--- src/rtl/settle_filter.sv ---
// Debounces the {x,y} pair coming from an unclocked gate network: a new pair is
// published only after it has been sampled unchanged for STABLE_CYCLES clocks.
module settle_filter #(
   parameter int STABLE_CYCLES = 4,
   parameter int CNT_W         = 8
) (
   input  logic             clk,
   input  logic             rst,
   input  logic             x_in,
   input  logic             y_in,
   output logic             x_out,
   output logic             y_out,
   output logic             valid,
   output logic             change_pulse,
   output logic [CNT_W-1:0] glitch_cnt
);

   localparam logic [7:0] STABLE_N = 8'(STABLE_CYCLES);

   logic [1:0] s1, s2, cand;
   logic [7:0] cnt;
   logic       differs, pending, commit;

   assign differs = (s2 != cand);
   assign pending = (cnt < STABLE_N);
   assign commit  = !differs && (cnt == STABLE_N - 8'd1);

   always_ff @(posedge clk) begin
      if (rst) begin
         s1           <= 2'b00;
         s2           <= 2'b00;
         cand         <= 2'b00;
         cnt          <= 8'd0;
         x_out        <= 1'b0;
         y_out        <= 1'b0;
         valid        <= 1'b0;
         change_pulse <= 1'b0;
         glitch_cnt   <= '0;
      end else begin
         s1           <= {x_in, y_in};
         s2           <= s1;
         change_pulse <= 1'b0;

         // A new sample while the previous candidate is still unconfirmed
         // means that candidate was abandoned.
         if (differs) begin
            cand <= s2;
            cnt  <= 8'd1;
            if (valid && pending && (glitch_cnt != '1))
               glitch_cnt <= glitch_cnt + 1'b1;
         end else if (pending) begin
            cnt <= cnt + 8'd1;
         end

         if (commit) begin
            valid <= 1'b1;
            if (cand != {x_out, y_out}) begin
               {x_out, y_out} <= cand;
               change_pulse   <= 1'b1;
            end
         end
      end
   end

endmodule

--- config.mk ---
export PLATFORM = sky130hd
export DESIGN_NAME = settle_filter
export DESIGN_NICKNAME = d
export VERILOG_FILES = /design/src/rtl/settle_filter.sv
export SDC_FILE = /design/constraint.sdc
export NUM_CORES = 1
export LEC_CHECK = 0
export BUFFER_PORTS_ARGS = -buffer_cell sky130_fd_sc_hd__buf_2
export CORE_MARGIN = 2
export CORE_UTILIZATION = 35
export DETAILED_ROUTE_END_ITERATION = 6
export HOLD_SLACK_MARGIN = 0.08
export REMOVE_ABC_BUFFERS = 1
export SETUP_SLACK_MARGIN = 0.1
export SKIP_CTS_REPAIR_TIMING = 1
export SLEW_MARGIN = 30
export SYNTH_ARGS = -nofsm -noshare
export SYNTH_HDL_FRONTEND = slang
export SYNTH_SLANG_ARGS = --single-unit
export TNS_END_PERCENT = 100
--- constraint.sdc ---
create_clock -name clk -period 1.9 [get_ports clk]
set_input_delay 0.19 -clock clk [delete_from_list [all_inputs] [get_ports clk]]
set_output_delay 0.19 -clock clk [all_outputs]
set_load 0.01 [all_outputs]
# Word-level counts from Yosys, hierarchy flattened
# Cells that the tools add are included.
# Widths: inputs -> output; s select.
dict set report totals {
  register_bits 26
  input_bits 4
  out_inout_bits 12
  elab_cells 30
}
dict set report op_classes {
  n_addsub 2
  order_cmp 1
  eq_ne 4
  muxes 3
  n_bitwise 1
  n_reduce_logical 9
}
# cell n
set ops {}
lappend ops {{$add 8x1->8 const B} 2}
lappend ops {{$eq 8x2->1 const B} 1}
lappend ops {{$lt 8x3->1 const B} 1}
lappend ops {{$ne 8x8->1 const B} 1}
lappend ops {{$ne 2x2->1} 2}
lappend ops {{$reduce_and 2->1} 2}
lappend ops {{$reduce_or 2->1} 2}
lappend ops {{$logic_and 1x1->1} 3}
lappend ops {{$mux 1} 3}
lappend ops {{$reduce_bool 2->1} 1}
lappend ops {{$logic_not 1->1} 1}
lappend ops {{$not 1->1} 1}

# Logic depth before layout (Yosys ltp)
# Gate-level depths: netlist (run 1).
dict set report logic_depth {
  ltp_word 5
  ltp_mapped 5
  depth_no_buf 5
}

# Worst setup path after synthesis (run 1)
# OpenSTA, ideal clock, no wires.
dict set report synth_timing {
  path_kind {flip-flop to flip-flop}
  startpoint {register glitch_cnt[0]}
  endpoint {register glitch_cnt[4]}
  t_arrival_ns 1.514
  path_slack_ns 0.265
  path_stages_with_launch 6
  path_buffers 0
  synth_period_minus_slack_ns 1.635
  cell_sequence {dfxtp_1 -> ha_1 -> and4_4 -> nor4b_4 -> nand3_1 -> mux2_4}
}
dict set report synth_via {
  elab_chain_len 3
  elab_cells_between_ends 4
  cone_classes {add/sub (1); eq/ne (1); reduce/logical (2)}
}
# item line_no
set synth_rtl {}
lappend synth_rtl {{from (decl)} 15} ;# output logic [CNT_W-1:0] glitch_cnt
lappend synth_rtl {{from (signal assigned)} 50} ;# glitch_cnt <= glitch_cnt + 1'b1;
lappend synth_rtl {{branches (longest 3 deep; another with $add 8x1->8)} -}
# Several ways; the timed one is not identified.
# A chain may end at the register's enable or synchronous reset.

# Final worst setup path (run 1)
dict set report layout_timing {
  startpoint {register cnt[2]}
  endpoint {register glitch_cnt[4]}
}
dict set report layout_via {
  elab_chain_len 4
}
# item line_no
set layout_rtl {}
lappend layout_rtl {{from (decl)} 21} ;# logic [7:0] cnt;
lappend layout_rtl {{from (signal assigned)} 52} ;# cnt <= cnt + 8'd1;
lappend layout_rtl {{$lt 8x3->1} 25} ;# assign pending = (cnt < STABLE_N);
lappend layout_rtl {{$logic_and 1x1->1 (2 in a row)} 49} ;# if (valid && pending && (glitch_cnt != '1))
lappend layout_rtl {{$reduce_and 2->1 (no source line)} -}
# Every way passes these cells.

==> metrics, run 1 <==
R2R Setup Slk=0.18 ns; status=complete, no violations; Overflow after GRT=0; layout cells sized above 1=24.17%; Initial Utilization=37.11%; H-tree Lvls=1; fin crit share=90.30%; post-route DRC violation count=0; Worst setup endpoint=glitch_cnt[4]$_SDFFE_PP0P_; RePlAce Congestion=0.7744; RR Endpoint=glitch_cnt[4]$_SDFFE_PP0P_; cell count after synthesis=100; Slew headroom=62.81%; synthesized area=1032 um^2; CP Data Arrival Time=1.92 ns; Total Power=0.9862 mW; Yosys reg bits=26; worst hold-check path type=in -> reg; final setup violation count=0; Root Driver=clkbuf_4; met3 GRT Util=1.319%; Final ANT Viol Nets=0; crit-path max FO=6; initial antenna violation count=0; Die X=58.31 um; pwr dens=812.6 nW/um^2; Setup Skew=0.007386 ns; unrepaired setup endpoints after global routing=false; achievable frequency=582.8 MHz; pre-CTS WS=0.1999 ns; reg-to-reg startpoint=cnt[2]$_SDFFE_PP0N_; TritonCTS clock tree=built; largest net degree at the start of global routing=22; first-pass GRT wire length=2.877 mm; first drt pass iteration count=4; Core Footprint=2781 um^2; # diodes=0; I/O pin cnt=16; die footprint=3399 um^2; GR Util met2=17.82%; Rows=19; grt peak-use layer=met2; Slew @ Worst Pin=0.5536 ns; crit path capture type=flip-flop; Synth-to-Final Area Change=17.58%; Final HPWL DP=1.250 mm; wire per inst=11.35 um; r2r worst-path depth=5; CTS Sinks=26; Pleak=0.5140 nW; commonest non-fill, non-tap cell in the layout=dfxtp_1; All-Layer GR Usage=10.45%; Slew Viols, Final=0; crit path kind=reg -> reg; clock-pin slew on the worst setup and hold paths=0.14 ns; Crit. Startpoint=cnt[2]$_SDFFE_PP0N_; Initial DRC Count=2; fill count=271; final hold vios=0; Worst VDD drop=0.0004941 V; vias=725; port bufs=15; Setup WS post-layout=0.1842 ns; fin crit period=1.716 ns; Yosys cell types=30; M1 GR Usage=13.89%; Bufs on Longest Clock Path=2; mean number of vias per cell=4.801; startpoint types=flip-flop; post-synthesis sequential area ratio=50.42%; Syn Area/Cell=10.32 um^2; WP data required=2.11 ns; number of global-route vias before repair=695; CTS Buf Count=3; fin nets=127; Max Cap Violations=0; WL final=1.714 mm; Yosys warning count=0; Setup TNS Final=0 ns; commonest non-fill, non-tap cells in the layout=dfxtp_1, buf_2, nor2_1; Die H=58.31 um; insertion delay to the later sink of the worst-skew pair=0.31 ns
[logic make-up (layout without fill, tap and decap cells)]
logic type               Yosys count  count (layout)  synth area share, %
flip-flops                        26              26                50.42
buffers and inverters              5              25                1.817
AO/OA/AOI/OAI                     10              10                6.304
XOR/XNOR                           9               9                7.637
adder cells (fa/ha/maj)            2               2                2.424
AND/OR/NAND/NOR                   44              44                27.03
multiplexers                       4               4                4.363
[state kept, by name (all words and copies together), names as in the netlist]
name and flops:
cnt 8, glitch_cnt 8, cand 2, s1 2, s2 2, change_pulse 1
valid 1, x_out 1, y_out 1
[metal layers]
layer,up-vias,part of all wire [%]
li1,380,-
met1,335,48
met2,8,48
met3,2,2.5
met4,0,0.93
met5,-,0
[Yosys cell counts, drive strengths merged]
cell | n | share of area, %
xnor2 | 7 | 5.9
nand2 | 3 | 1.3
nor3 | 2 | 1.5
a21boi | 1 | 0.73
mux2i | 3 | 2.9
nand3 | 4 | 1.9
a21o | 1 | 0.73
nor2 | 13 | 4.7
and4 | 2 | 1.9
and2 | 6 | 3.6
xor2 | 2 | 1.7
nand4 | 2 | 1.2
and4b | 1 | 0.97
o21ai | 1 | 0.85
ha | 2 | 2.4
nor2b | 7 | 4.2
dfxtp | 26 | 50
nor4 | 3 | 3.3
a211oi | 2 | 1.5
clkbuf | 1 | 0.36
inv | 3 | 1.1
mux2 | 1 | 1.5
buf | 1 | 0.36
nor4b | 1 | 2.3
a31oi | 1 | 0.61
a21oi | 4 | 1.9
[worst max-delay path, stage by stage (launching register included)]
cell and delay (ns):
dfxtp_1 0.36, nor4_4 0.30, nand2_2 0.16, nor4b_4 0.35
nand3_1 0.13, mux2_4 0.31
[how the worst min path moves through the flow]
| stage | startpoint | endpoint | cells past startpoint |
|---|---|---|---|
| CTS | y_in | s1[0]$_SDFF_PP0_ | 2 |
| floorplan | rst | cnt[0]$_SDFFE_PP0P_ | 1 |
| finish | y_in | s1[0]$_SDFF_PP0_ | 2 |
| global placement | x_in | s1[1]$_SDFF_PP0_ | 2 |
| detailed placement | y_in | s1[0]$_SDFF_PP0_ | 2 |
| global route | y_in | s1[0]$_SDFF_PP0_ | 2 |
[cell type report]
class / count / area [um^2] / area share (%)
Clock buffer: 3 / 22.52 / 1.856
Timing Repair Buffer: 18 / 97.59 / 8.041
Multi-Input combinational cell: 69 / 493.0 / 40.62
Sequential cell: 26 / 520.5 / 42.89
Clock inverter: 1 / 30.03 / 2.474
Inverter: 3 / 11.26 / 0.9278
Tap cell: 31 / 38.79 / 3.196
[per-stage QoR]
stage / instances / utilization [%] / hold slack, ns / area (um^2)
6_report: 151 / 43.63 / 0.08159 / 1214
5_1_grt: 151 / 43.63 / 0.08115 / 1214
4_1_cts: 149 / 43.09 / 0.08005 / 1199
3_5_place_dp: 145 / 41.21 / 0.4167 / 1146
3_3_place_gp: 145 / 41.21 / 0.4045 / 1146
2_1_floorplan: 98 / - / 0.2591 / 1025
[where the power goes]
group	switching, mW	total [mW]	internal [mW]	leakage [nW]
registers	0.00852	0.567	0.558	0.211
logic	0.0288	0.0525	0.0237	0.275
clock network	0.154	0.367	0.213	0.0279
Power figures use the tool's default switching activity.
==> inputs of run 2 (changes only) <==
ABC_AREA = 1   (was not set)
CORE_UTILIZATION = 55   (was 35)
CTS_CLUSTER_SIZE = 28   (was not set)
PLACE_DENSITY = 0.77   (was not set)
==> run 2 against run 1 <==
  * Synthesized cell count rose by 56%
  * Global-route usage rose by 7.1 points
  * Sequential power barely moved
  * Power fell by 7.3%
  * Setup slack improved by 0.25 ns
  * First-iteration DRC count rose to 7.5 times the previous value
  * Highest routed layer unchanged
==> metrics, run 2 <==
Placed Cells=195; Crit. Startpoint=glitch_cnt[0]$_SDFFE_PP0P_; switching pwr=0.2101 mW; Slowest-stage cell, CP=dfxtp_1; I/O pin cnt=16; Slew Viols, Final=0; WL final=1.958 mm; initial antenna violation count=0; Final ANT Viol Nets=0; Post-synth ARST share=0%; Synth area leaders=dfxtp_1, nand2_1, inv_1, nor2_1, a21oi_1; Setup TNS Final=0 ns; Core Footprint=1962 um^2; # diodes=0; CP Buf/Inv Count=0; combinational power share=8.1%; placed cell areas=1249 um^2; first-pass GRT wire length=3.305 mm; Yosys reg bits=26; Rows=16; pre-CTS WS=0.4678 ns; R2R Setup Slk=0.43 ns; Syn Area/Cell=7.387 um^2; Overflow after GRT=0; post-route cell area=1305 um^2; layout cells sized above 1=18.39%; Clk pwr share=29.7%; wire per inst=9.741 um; Worst path max stage delay=0.43 ns; Root Driver=clkbuf_4; Total Power=0.9139 mW; Hold Path Origin=rst; crit-path leading delay family=simple AND/OR/NAND/NOR gates; Bufs on Longest Clock Path=2; CP Data Arrival Time=1.71 ns; RePlAce Congestion=0.8728; Yosys warning count=0; first drt pass iteration count=5; Max Cap Violations=0; insertion delay to the later sink of the worst-skew pair=0.32 ns; Worst Hold Path Cells=2; fill count=191; CTS Sinks=26; Setup Skew=0.009403 ns; Yosys cell types=22; crit-path max FO=8; biggest regs=cnt: 8 flops, glitch_cnt: 8 flops; Worst VDD drop=0.0005403 V; fin nets=181; Die H=49.78 um; crit path capture type=flip-flop; H-tree Lvls=1; Most Frequent Cell on Critical Path=nand2_1; sequential share of power=62.2%; Die X=49.78 um; cell with the most instances after synthesis=nand2_1; startpoint types=flip-flop; dominant synthesized flop cell=dfxtp_1; die footprint=2478 um^2; fin crit share=77.20%; synthesized area=1152 um^2; RR Endpoint=glitch_cnt[7]$_SDFFE_PP0P_; Internal=0.7038 mW; commonest non-fill, non-tap cell in the layout=nand2_1; final hold vios=0; mean number of vias per cell=4.925; Slew @ Worst Pin=0.3503 ns; Synth-to-Final Area Change=13.25%; achievable frequency=681.7 MHz; Final HPWL DP=1.433 mm; crit path kind=reg -> reg; clock-pin slew on the worst setup and hold paths=0.14 ns; top cell type by total area after synthesis=dfxtp_1; Commonest cells post-synth=nand2_1, dfxtp_1, inv_1; post-route DRC violation count=0; cell count after synthesis=156; Slew headroom=76.65%; TritonCTS clock tree=built; post-synth top area share=45.17%; post-synthesis sequential area ratio=45.17%; vias=990; Finished Layout Cells=201; fin crit period=1.467 ns; Initial DRC Count=15; commonest non-fill, non-tap cells in the layout=nand2_1, dfxtp_1, inv_1; status=complete, no violations; unrepaired setup endpoints after global routing=false; reg-to-reg startpoint=glitch_cnt[0]$_SDFFE_PP0P_; number of synthesized flops with an enable pin=0; CTS Buf Count=3; Pleak=0.5722 nW; All-Layer GR Usage=17.56%; Final Hold Slack=0.2366 ns; Initial Utilization=58.74%; crit path cell chain=ha_1 -> nand2_1 -> nor2_2 -> nand2_2 -> nand3_4 -> nand2_1 -> a21oi_1; Endpoint, Worst Hold=s1[0]$_SDFF_PP0_; number of global-route vias before repair=838; Setup WS post-layout=0.4331 ns; port bufs=15; final setup violation count=0; WP data required=2.15 ns; largest net degree at the start of global routing=20; pwr dens=700.3 nW/um^2; worst hold-check path type=in -> reg; net switching fraction of the power=22.99%; r2r worst-path depth=7; Util after Layout=66.52%
run 2: changes by cell type after synthesis, sizes merged, moves of 7 or more:
| cell | change |
|---|---|
| nor2 | +12 |
| nand2 | +32 |
| nor2b | -7 |
| inv | +23 |
run 2: area by class of cell:
cell class | count | area (um^2) | area share [%]
clock buffer | 4 | 36.28 | 2.780
inverter | 26 | 97.59 | 7.478
multi-input combinational | 101 | 521.8 | 39.98
sequential | 26 | 520.5 | 39.88
tap | 27 | 33.78 | 2.589
timing repair buffer | 17 | 95.09 | 7.287
run 2: worst max-delay path by stage:
| stage | cells past startpoint | to | slack, ns |
|---|---|---|---|
| final | 7 | glitch_cnt[7]$_SDFFE_PP0P_ | 0.43 |
| after global routing | 7 | glitch_cnt[7]$_SDFFE_PP0P_ | 0.23 |
| after CTS | 7 | glitch_cnt[7]$_SDFFE_PP0P_ | 0.43 |
| after detailed placement | 7 | glitch_cnt[7]$_SDFFE_PP0P_ | 0.47 |
| after global placement | 7 | glitch_cnt[0]$_SDFFE_PP0P_ | 0.54 |
| after floorplan | 7 | glitch_cnt[5]$_SDFFE_PP0P_ | 0.55 |
run 2: logic make-up (layout without fill, tap and decap cells):
| family | count (synthesis) | in the layout | share of synthesized area, % |
|---|---|---|---|
| flops | 26 | 26 | 45.17 |
| simple gates | 79 | 79 | 32.46 |
| xor+xnor | 4 | 4 | 3.041 |
| compound gates | 16 | 16 | 7.600 |
| fa+ha+maj | 2 | 2 | 2.171 |
| buf+inv | 29 | 47 | 9.554 |
run 2: routing by layer:
layer	part of all wire (%)	vias up	GRT usage [%]
met1	45	443	20.12
met3	4.9	2	5.758
met5	0	-	0
met2	49	21	30.67
li1	-	524	-
met4	0.77	0	5.556
run 2: power groups by stage:
stage	Clock [mW]	Sequential (mW)	Combinational [mW]
after global routing	0.310	0.570	0.0835
after CTS	0.283	0.569	0.0719
after global placement	0	0.580	0.0689
after detailed placement	0	0.580	0.0716
after floorplan	0	0.581	0.0481
final	0.271	0.568	0.0742
